File: src/rtl/dragon_mover.sv
// dragon_mover: steps a dragon one grid cell per move period toward a target, frozen while stunned.
// Define DRAGON_BODY_EN to add a 4-entry body history on body_pos.
module dragon_mover #(
  parameter int          MOVE_PERIOD = 2,
  parameter int          STUN_TICKS  = 8,
  parameter logic [7:0]  START_POS   = 8'h00
) (
  input  logic       clk,
  input  logic       reset,
  input  logic       trigger,
  input  logic       dragon_hurt,
  input  logic [7:0] target_pos,
  output logic [7:0] dragon_pos,
  output logic [1:0] dragon_dir,
  output logic       target_reached,
  output logic       dragon_stunned
`ifdef DRAGON_BODY_EN
  ,
  output logic [31:0] body_pos
`endif
);
  typedef enum logic {MOVE, STUN} state_t;
  localparam logic [3:0] PMAX    = 4'(MOVE_PERIOD - 1);
  localparam logic [3:0] STUN_LD = 4'(STUN_TICKS);
  state_t     r_state, w_state;
  logic [3:0] r_pre, w_pre, r_stun, w_stun;
  logic [3:0] w_x, w_y, w_tx, w_ty, w_dx, w_dy;
  logic [7:0] w_pos;
  logic [1:0] w_dir;
  logic       w_step, w_move, w_reached;
  assign dragon_stunned = r_state == STUN;
  always_comb begin
    w_x       = dragon_pos[7:4];
    w_y       = dragon_pos[3:0];
    w_tx      = target_pos[7:4];
    w_ty      = target_pos[3:0];
    w_dx      = w_x > w_tx ? w_x - w_tx : w_tx - w_x;
    w_dy      = w_y > w_ty ? w_y - w_ty : w_ty - w_y;
    w_step    = !dragon_hurt && r_state == MOVE && trigger && r_pre == PMAX;
    w_move    = w_step && dragon_pos != target_pos;
    w_reached = w_step && !w_move && !target_reached;
    w_state   = r_state;
    w_pre     = r_pre;
    w_stun    = r_stun;
    w_pos     = dragon_pos;
    w_dir     = dragon_dir;
    if (dragon_hurt) begin
      w_state = STUN;
      w_stun  = STUN_LD;
      w_pre   = 4'd0;
    end else if (r_state == STUN) begin
      if (r_stun == 4'd0) w_state = MOVE;
      else if (trigger) w_stun = r_stun - 4'd1;
    end else if (trigger) begin
      w_pre = r_pre == PMAX ? 4'd0 : r_pre + 4'd1;
    end
    // Larger axis distance wins; ties go to X. Moving toward the target can never wrap.
    if (w_move && w_dx >= w_dy) begin
      w_dir      = w_tx > w_x ? 2'd1 : 2'd3;
      w_pos[7:4] = w_tx > w_x ? w_x + 4'd1 : w_x - 4'd1;
    end else if (w_move) begin
      w_dir      = w_ty > w_y ? 2'd2 : 2'd0;
      w_pos[3:0] = w_ty > w_y ? w_y + 4'd1 : w_y - 4'd1;
    end
  end
  always_ff @(posedge clk) begin
    if (reset) begin
      r_state        <= MOVE;
      r_pre          <= 4'd0;
      r_stun         <= 4'd0;
      dragon_pos     <= START_POS;
      dragon_dir     <= 2'd0;
      target_reached <= 1'b0;
    end else begin
      r_state        <= w_state;
      r_pre          <= w_pre;
      r_stun         <= w_stun;
      dragon_pos     <= w_pos;
      dragon_dir     <= w_dir;
      target_reached <= w_reached;
    end
  end
`ifdef DRAGON_BODY_EN
  logic [31:0] r_body;
  assign body_pos = r_body;
  always_ff @(posedge clk) begin
    if (reset) r_body <= {4{START_POS}};
    else if (w_move) r_body <= {r_body[23:0], dragon_pos};
  end
`endif
endmodule
File: config.mk
export PLATFORM = sky130hd
export DESIGN_NAME = dragon_mover
export DESIGN_NICKNAME = d
export VERILOG_FILES = /design/src/rtl/dragon_mover.sv
export SDC_FILE = /design/constraint.sdc
export NUM_CORES = 1
export LEC_CHECK = 0
export ABC_AREA = 1
export CORE_ASPECT_RATIO = 1.25
export CORE_MARGIN = 2
export CORE_UTILIZATION = 56
export DETAILED_ROUTE_END_ITERATION = 16
export GPL_TIMING_DRIVEN = 0
export PLACE_DENSITY = 0.9
export SLEW_MARGIN = 10
export SYNTH_ARGS = -nofsm -noshare
export SYNTH_HDL_FRONTEND = slang
export SYNTH_SLANG_ARGS = --single-unit
export TNS_END_PERCENT = 100
File: constraint.sdc
create_clock -name clk -period 4.5 [get_ports clk]
set_input_delay 1.35 -clock clk [delete_from_list [all_inputs] [get_ports clk]]
set_output_delay 1.35 -clock clk [all_outputs]
set_load 0.02 [all_outputs]
# Yosys cells after proc, flatten, opt, wreduce, memory -nomap -nowiden
# Index checks and enable logic that the tools add are counted.
[word_totals] output_inout_bits=12 ff_bits=20 in_bits=12 word_cells=64
[op_classes] n_addsub=10 eq_ne=3 n_bitwise=3 reduce_logical=19 order_cmp=5 muxes=16
[op_table] op="$mux W4" n=9
[op_table] op="$gt A4 B4 Y1" n=4
[op_table] op="$sub A4 B4 Y4" n=4
[op_table] op="$add A4 B1 Y4 const B" n=3
[op_table] op="$sub A4 B1 Y4 const B" n=3
[op_table] op="$mux W2" n=4
[op_table] op="$ne A8 B8 Y1" n=1
[op_table] op="$logic_and A1 B1 Y1" n=7
[op_table] op="$reduce_and A3 Y1" n=2
[op_table] op="$reduce_bool A2 Y1" n=3
[op_table] op="$eq A4 B1 Y1 const B" n=1
[op_table] op="$ge A4 B4 Y1" n=1
[op_table] op="$logic_not A4 Y1" n=1
[op_table] op="$reduce_and A2 Y1" n=2
[op_table] op="$logic_not A1 Y1" n=3
[op_table] op="$mux W1" n=3
[op_table] op="$not A1 Y1" n=3
[op_table] op="$ne A2 B2 Y1 const B" n=1
[op_table] op="$reduce_or A2 Y1" n=1

# Logic depth before layout (Yosys ltp)
[logic_depth] word_depth=8 depth_mapped=23 mapped_depth_nobuf=22

# Least setup slack after synthesis
# Ideal clock, no wire load.
[synth_timing] kind="input -> register" from="in target_pos[4]" to="reg dragon_pos[3]" required_ps=4385 cell_stages=15 arrival_time_ps=3440 setup_time_ps=115 path_buffers=0 setup_slack_ps=945 cell_sequence="ha_1 fa_1 o21ai_0 nand2_1 o21ai_0 inv_1 ha_1 nand2_1 inv_1 nand3_1 nand3_1 nor2_1 nand3_1 nand2_1 nor2_1"
[synth_via] elab_chain_len=6 word_cells_on_any_way=10 cone_classes="add/sub: 2; order compare: 2; eq/ne: 1; mux: 1; bitwise: 1; reduce/logical: 3"
[synth_lines] element="from (decl)" line_no="12" text="input logic [7:0] target_pos,"
[synth_lines] element="$sub A4 B4 Y4 or $gt A4 B4 Y1 (tied branches)" line_no="37" text="w_dx = w_x > w_tx ? w_x - w_tx : w_tx - w_x;"
[synth_lines] element="$mux W4" line_no="37"
[synth_lines] element="$ge A4 B4 Y1" line_no="58" text="if (w_move && w_dx >= w_dy) begin"
[synth_lines] element="$logic_and A1 B1 Y1" line_no="58"
[synth_lines] element="$not A1 Y1 (no line)"
[synth_lines] element="$reduce_and A2 Y1 (no line) (*)"
[synth_lines] element="to (signal assigned)" line_no="78" text="dragon_pos <= w_pos;"
[synth_lines] element="to (decl)" line_no="13" text="output logic [7:0] dragon_pos,"
# Every way passes the cells marked *; elsewhere a longest branch is shown, timed or not.
# A chain may end at the register's enable or synchronous reset.

# Worst setup path in the final report
[layout_timing] from="in target_pos[1]" to="reg dragon_pos[3]"
[layout_via] elab_chain_len=6 word_cells_on_any_way=12 cone_classes="add/sub: 2; order compare: 3; eq/ne: 1; mux: 2; bitwise: 1; reduce/logical: 3"
[layout_lines] element="$sub A4 B4 Y4 or $gt A4 B4 Y1 (tied branches)" line_no="38" text="w_dy = w_y > w_ty ? w_y - w_ty : w_ty - w_y;"
[layout_lines] element="$mux W4" line_no="38"
[layout_lines] element="$ge A4 B4 Y1" line_no="58"
[layout_lines] element="$logic_and A1 B1 Y1" line_no="58"
[layout_lines] element="$not A1 Y1 (no line)"
[layout_lines] element="$reduce_and A2 Y1 (no line)"
# Several ways; a longest one is shown, not always the timed one.

==> impl_metrics.py <==
metrics = {
    "place": {
        "place_hpwl_um": 2860,
        "gp_congestion": 0.732,
        "placed_inst_area_mm2": 0.00213,
        "dpl.cell_count": 326,
        "port_buffers": 23,
    },
    "global_routing": {
        "antenna_found_initial": 0,
        "grt_first_pass_wirelength_um": 5780,
        "grt_max_degree": 12,
        "final_global_route_overflow_total": 0,
        "first_global_vias": 1442,
        "grtUsageTotal": 0.189,
    },
    "synthesis": {
        "synth_area_mm2": 0.00186,
        "postSynthNetCount": 309,
        "yosys_register_bits": 20,
        "syn_inst": 266,
        "synth-warning-count": 0,
        "yosysUniqueCellTypes": 26,
        "synth-seq-area-share": 0.215,
        "syn_avg_cell_area_um2": 6.99,
    },
    "setup_path": {
        "critPathRequiredTime_ns": 4.66,
        "worst-path-buf-inv": 5,
        "crit_type": "primary input to flip-flop",
        "crit_path_start_kind": "primary input",
        "crit_top_cell": "sky130_fd_sc_hd__nand2_1",
        "crit_slowest_cell": "sky130_fd_sc_hd__clkdlybuf4s50_1",
        "crit_path_cell_trace": "clkdlybuf4s50_1 -> inv_1 -> ha_1 -> nand2_1 -> inv_1 -> nand2_2 -> nand2_1 -> inv_1 -> nand2_1 -> nand2_1 -> xor2_1 -> inv_1 -> ha_1 -> a21oi_1 -> nand3_1 -> nor2_1 -> nand3_1 -> nand2_1 -> nor2_1",
        "cp.arrival_ns": 4.20,
        "timing.critical_path.to_type": "flip-flop",
        "path_max_fanout": 4,
        "crit_family": "simple AND/OR/NAND/NOR gates",
        "critical-path-max-stage-delay_ns": 0.54,
    },
    "routing": {
        "wire_per_inst_um": 10.3,
        "detailedRoute.firstIterationViolations": 33,
        "vias_per_cell": 4.90,
        "drtAntennaViolNets": 0,
        "drt-pass1-iter-count": 4,
        "detailroute.via_count": 1617,
        "detail_route.drc_violations": 0,
        "detail_route.wirelength_um": 3390,
    },
    "worst_hold_path": {
        "timing.hold.worst.class": "flip-flop to flip-flop",
    },
    "timing": {
        "final_max_slew_viols": 0,
        "worst_slew_margin_rel": 0.741,
        "setup_violations": 0,
        "fin_worst_skew_ns": 0.00508,
        "worst_slew_pin_slew_ns": 0.389,
        "max_freq_ghz": 0.247,
        "period_minus_slack_ns": 4.04,
        "totalNegativeSetupSlack_ns": 0,
        "rsz_0062_raised_after_global_routing": "false",
        "timing_hold_violations_final": 0,
        "post-route-period-util": 0.898,
    },
    "run_status": {
        "outcome": "completed",
    },
    "clock_network": {
        "root_buffer": "sky130_fd_sc_hd__clkbuf_8",
        "cts.sinks": 20,
        "ctsHtreeMaxLevel": 1,
        "cts-hold-fix-buffers": 0,
        "post_cts_resized": 0,
        "worst_setup_hold_path_clk_slew_ns": 0.07,
        "insertion_delay_to_the_later_sink_of_the_worst_skew_pair_ns": 0.26,
        "tritoncts.num_buffers": 3,
        "cts_post_setup_buffers_inserted": 0,
        "cts_tree": "yes",
        "clock_path_buffers": 2,
    },
    "floorplanning": {
        "die_area_mm2": 0.00380,
        "design.portCount": 24,
        "rows": 23,
        "die_w_um": 55.5,
        "floorplan.initialDensity": 0.582,
        "chipHeight_um": 68.4,
        "core_area_mm2": 0.00319,
    },
    "pwr": {
        "p_per_area_mw_per_mm2": 204,
        "sw_frac_of_total": 0.305,
        "power.clock.fraction": 0.308,
        "netSwitchingPower_w": 0.000136,
        "comb_power_share": 0.280,
        "internal_power_w": 0.000310,
        "power.static_leakage_nw": 1.12,
        "p_seq_frac": 0.413,
        "vdd_ir_drop_max_mv": 0.224,
    },
    "layout": {
        "antennaDiodeCount": 0,
        "layout.cells.non_filler": 330,
        "drive_above_1_share": 0.0717,
        "nNetsFinal": 337,
        "stdcell_area_mm2": 0.00219,
        "layout-area-overhead-vs-synth_pct": 17.8,
    },
    "flow_run": {
        "max_cap_viol_count": 0,
    },
}
-- cell families (layout without fill, tap and decap cells) --
family,count (synthesis),in the layout,synth area share
simple gates,107,107,0.270
buf+inv,59,86,0.123
compound gates,39,39,0.110
fa+ha+maj,31,31,0.233
flops,20,20,0.215
xor+xnor,8,8,0.0377
mux,2,2,0.0108
-- routing by layer --
metal / wire, um / vias to the layer above / GRT usage / share of wire
li1: - / 886 / - / -
met1: 1490 / 714 / 0.207 / 0.44
met2: 1790 / 12 / 0.375 / 0.53
met3: 55 / 5 / 0.0151 / 0.016
met4: 63 / 0 / 0.0823 / 0.019
met5: 0 / - / 0 / 0
-- cells in the mapped netlist (all sizes together) --
cell type	count	area (um^2)
xnor2	1	8.76
nand3b	2	15.0
inv	55	206
nand3	15	75.1
fa	6	120
or2	1	6.26
mux2i	2	20.0
a211oi	2	15.0
dfxtp	20	400
nor4	1	6.26
nor2	25	133
ha	25	313
clkbuf	1	3.75
a21oi	23	115
o311ai	1	8.76
o21ai	13	65.1
xor2	7	61.3
clkinv	1	3.75
nand2	63	267
buf	2	15.0
-- per-stage QoR --
step | total power, W | utilization | worst slack [ns] | hold WS, ns
finish | 0.000446 | 0.685 | 0.457 | 0.450
detailed placement | 0.000313 | 0.668 | 0.169 | 0.430
global placement | 0.000309 | 0.668 | 0.221 | 0.427
CTS | 0.000449 | 0.685 | 0.434 | 0.452
floorplan | 0.000279 | - | 0.945 | 0.455
global route | 0.000472 | 0.685 | 0.0993 | 0.476
-- cell type report --
cell class / count / area [um^2]
Multi-Input combinational cell: 187 / 1230
Fill cell: 265 / 1000
Sequential cell: 20 / 400
Timing Repair Buffer: 23 / 230
Inverter: 56 / 210
Clock buffer: 4 / 55.1
Tap cell: 37 / 46.3
Buffer: 3 / 18.8
-- placed cells by master, fill, tap and decap left out, types with 3 or more instances in the layout --
| cell | count |
|---|---|
| sky130_fd_sc_hd__a21oi_1 | 23 |
| sky130_fd_sc_hd__nand2_1 | 55 |
| sky130_fd_sc_hd__ha_1 | 25 |
| sky130_fd_sc_hd__inv_2 | 3 |
| sky130_fd_sc_hd__xor2_1 | 7 |
| sky130_fd_sc_hd__clkbuf_8 | 4 |
| sky130_fd_sc_hd__nand2_2 | 6 |
| sky130_fd_sc_hd__dfxtp_1 | 20 |
| sky130_fd_sc_hd__nor2_4 | 3 |
| sky130_fd_sc_hd__inv_1 | 52 |
| sky130_fd_sc_hd__o21ai_0 | 7 |
| sky130_fd_sc_hd__nand3_1 | 15 |
| sky130_fd_sc_hd__clkdlybuf4s50_1 | 23 |
| sky130_fd_sc_hd__nor2_1 | 21 |
| sky130_fd_sc_hd__o21ai_1 | 6 |
| sky130_fd_sc_hd__fa_1 | 6 |
-- power groups by stage --
stage                     registers (W)  clock network [W]  logic (W)
final                          0.000184           0.000137   0.000125
after floorplan                0.000190                  0  0.0000896
after CTS                      0.000184           0.000139   0.000126
after detailed placement       0.000188                  0   0.000125
after global placement         0.000188                  0   0.000122
after global routing           0.000185           0.000145   0.000142
-- worst paths after layout --
path / start / endpoint / slack (ns) / cells after the start
worst max-delay path: target_pos[1] / dragon_pos[3] / 0.46 / 19
worst min-delay path: target_reached / target_reached / 0.45 / 1
worst max register to register: dragon_pos[4] / dragon_pos[3] / 1.56 / 16
worst min register to register: target_reached / target_reached / 0.45 / 1
-- registers in the layout (all words and copies together) (netlist names) --
name,cells
r_pre,4
dragon_stunned,1
target_reached,1
dragon_pos,8
dragon_dir,2
r_stun,4
(Power assumes the default switching activity.)
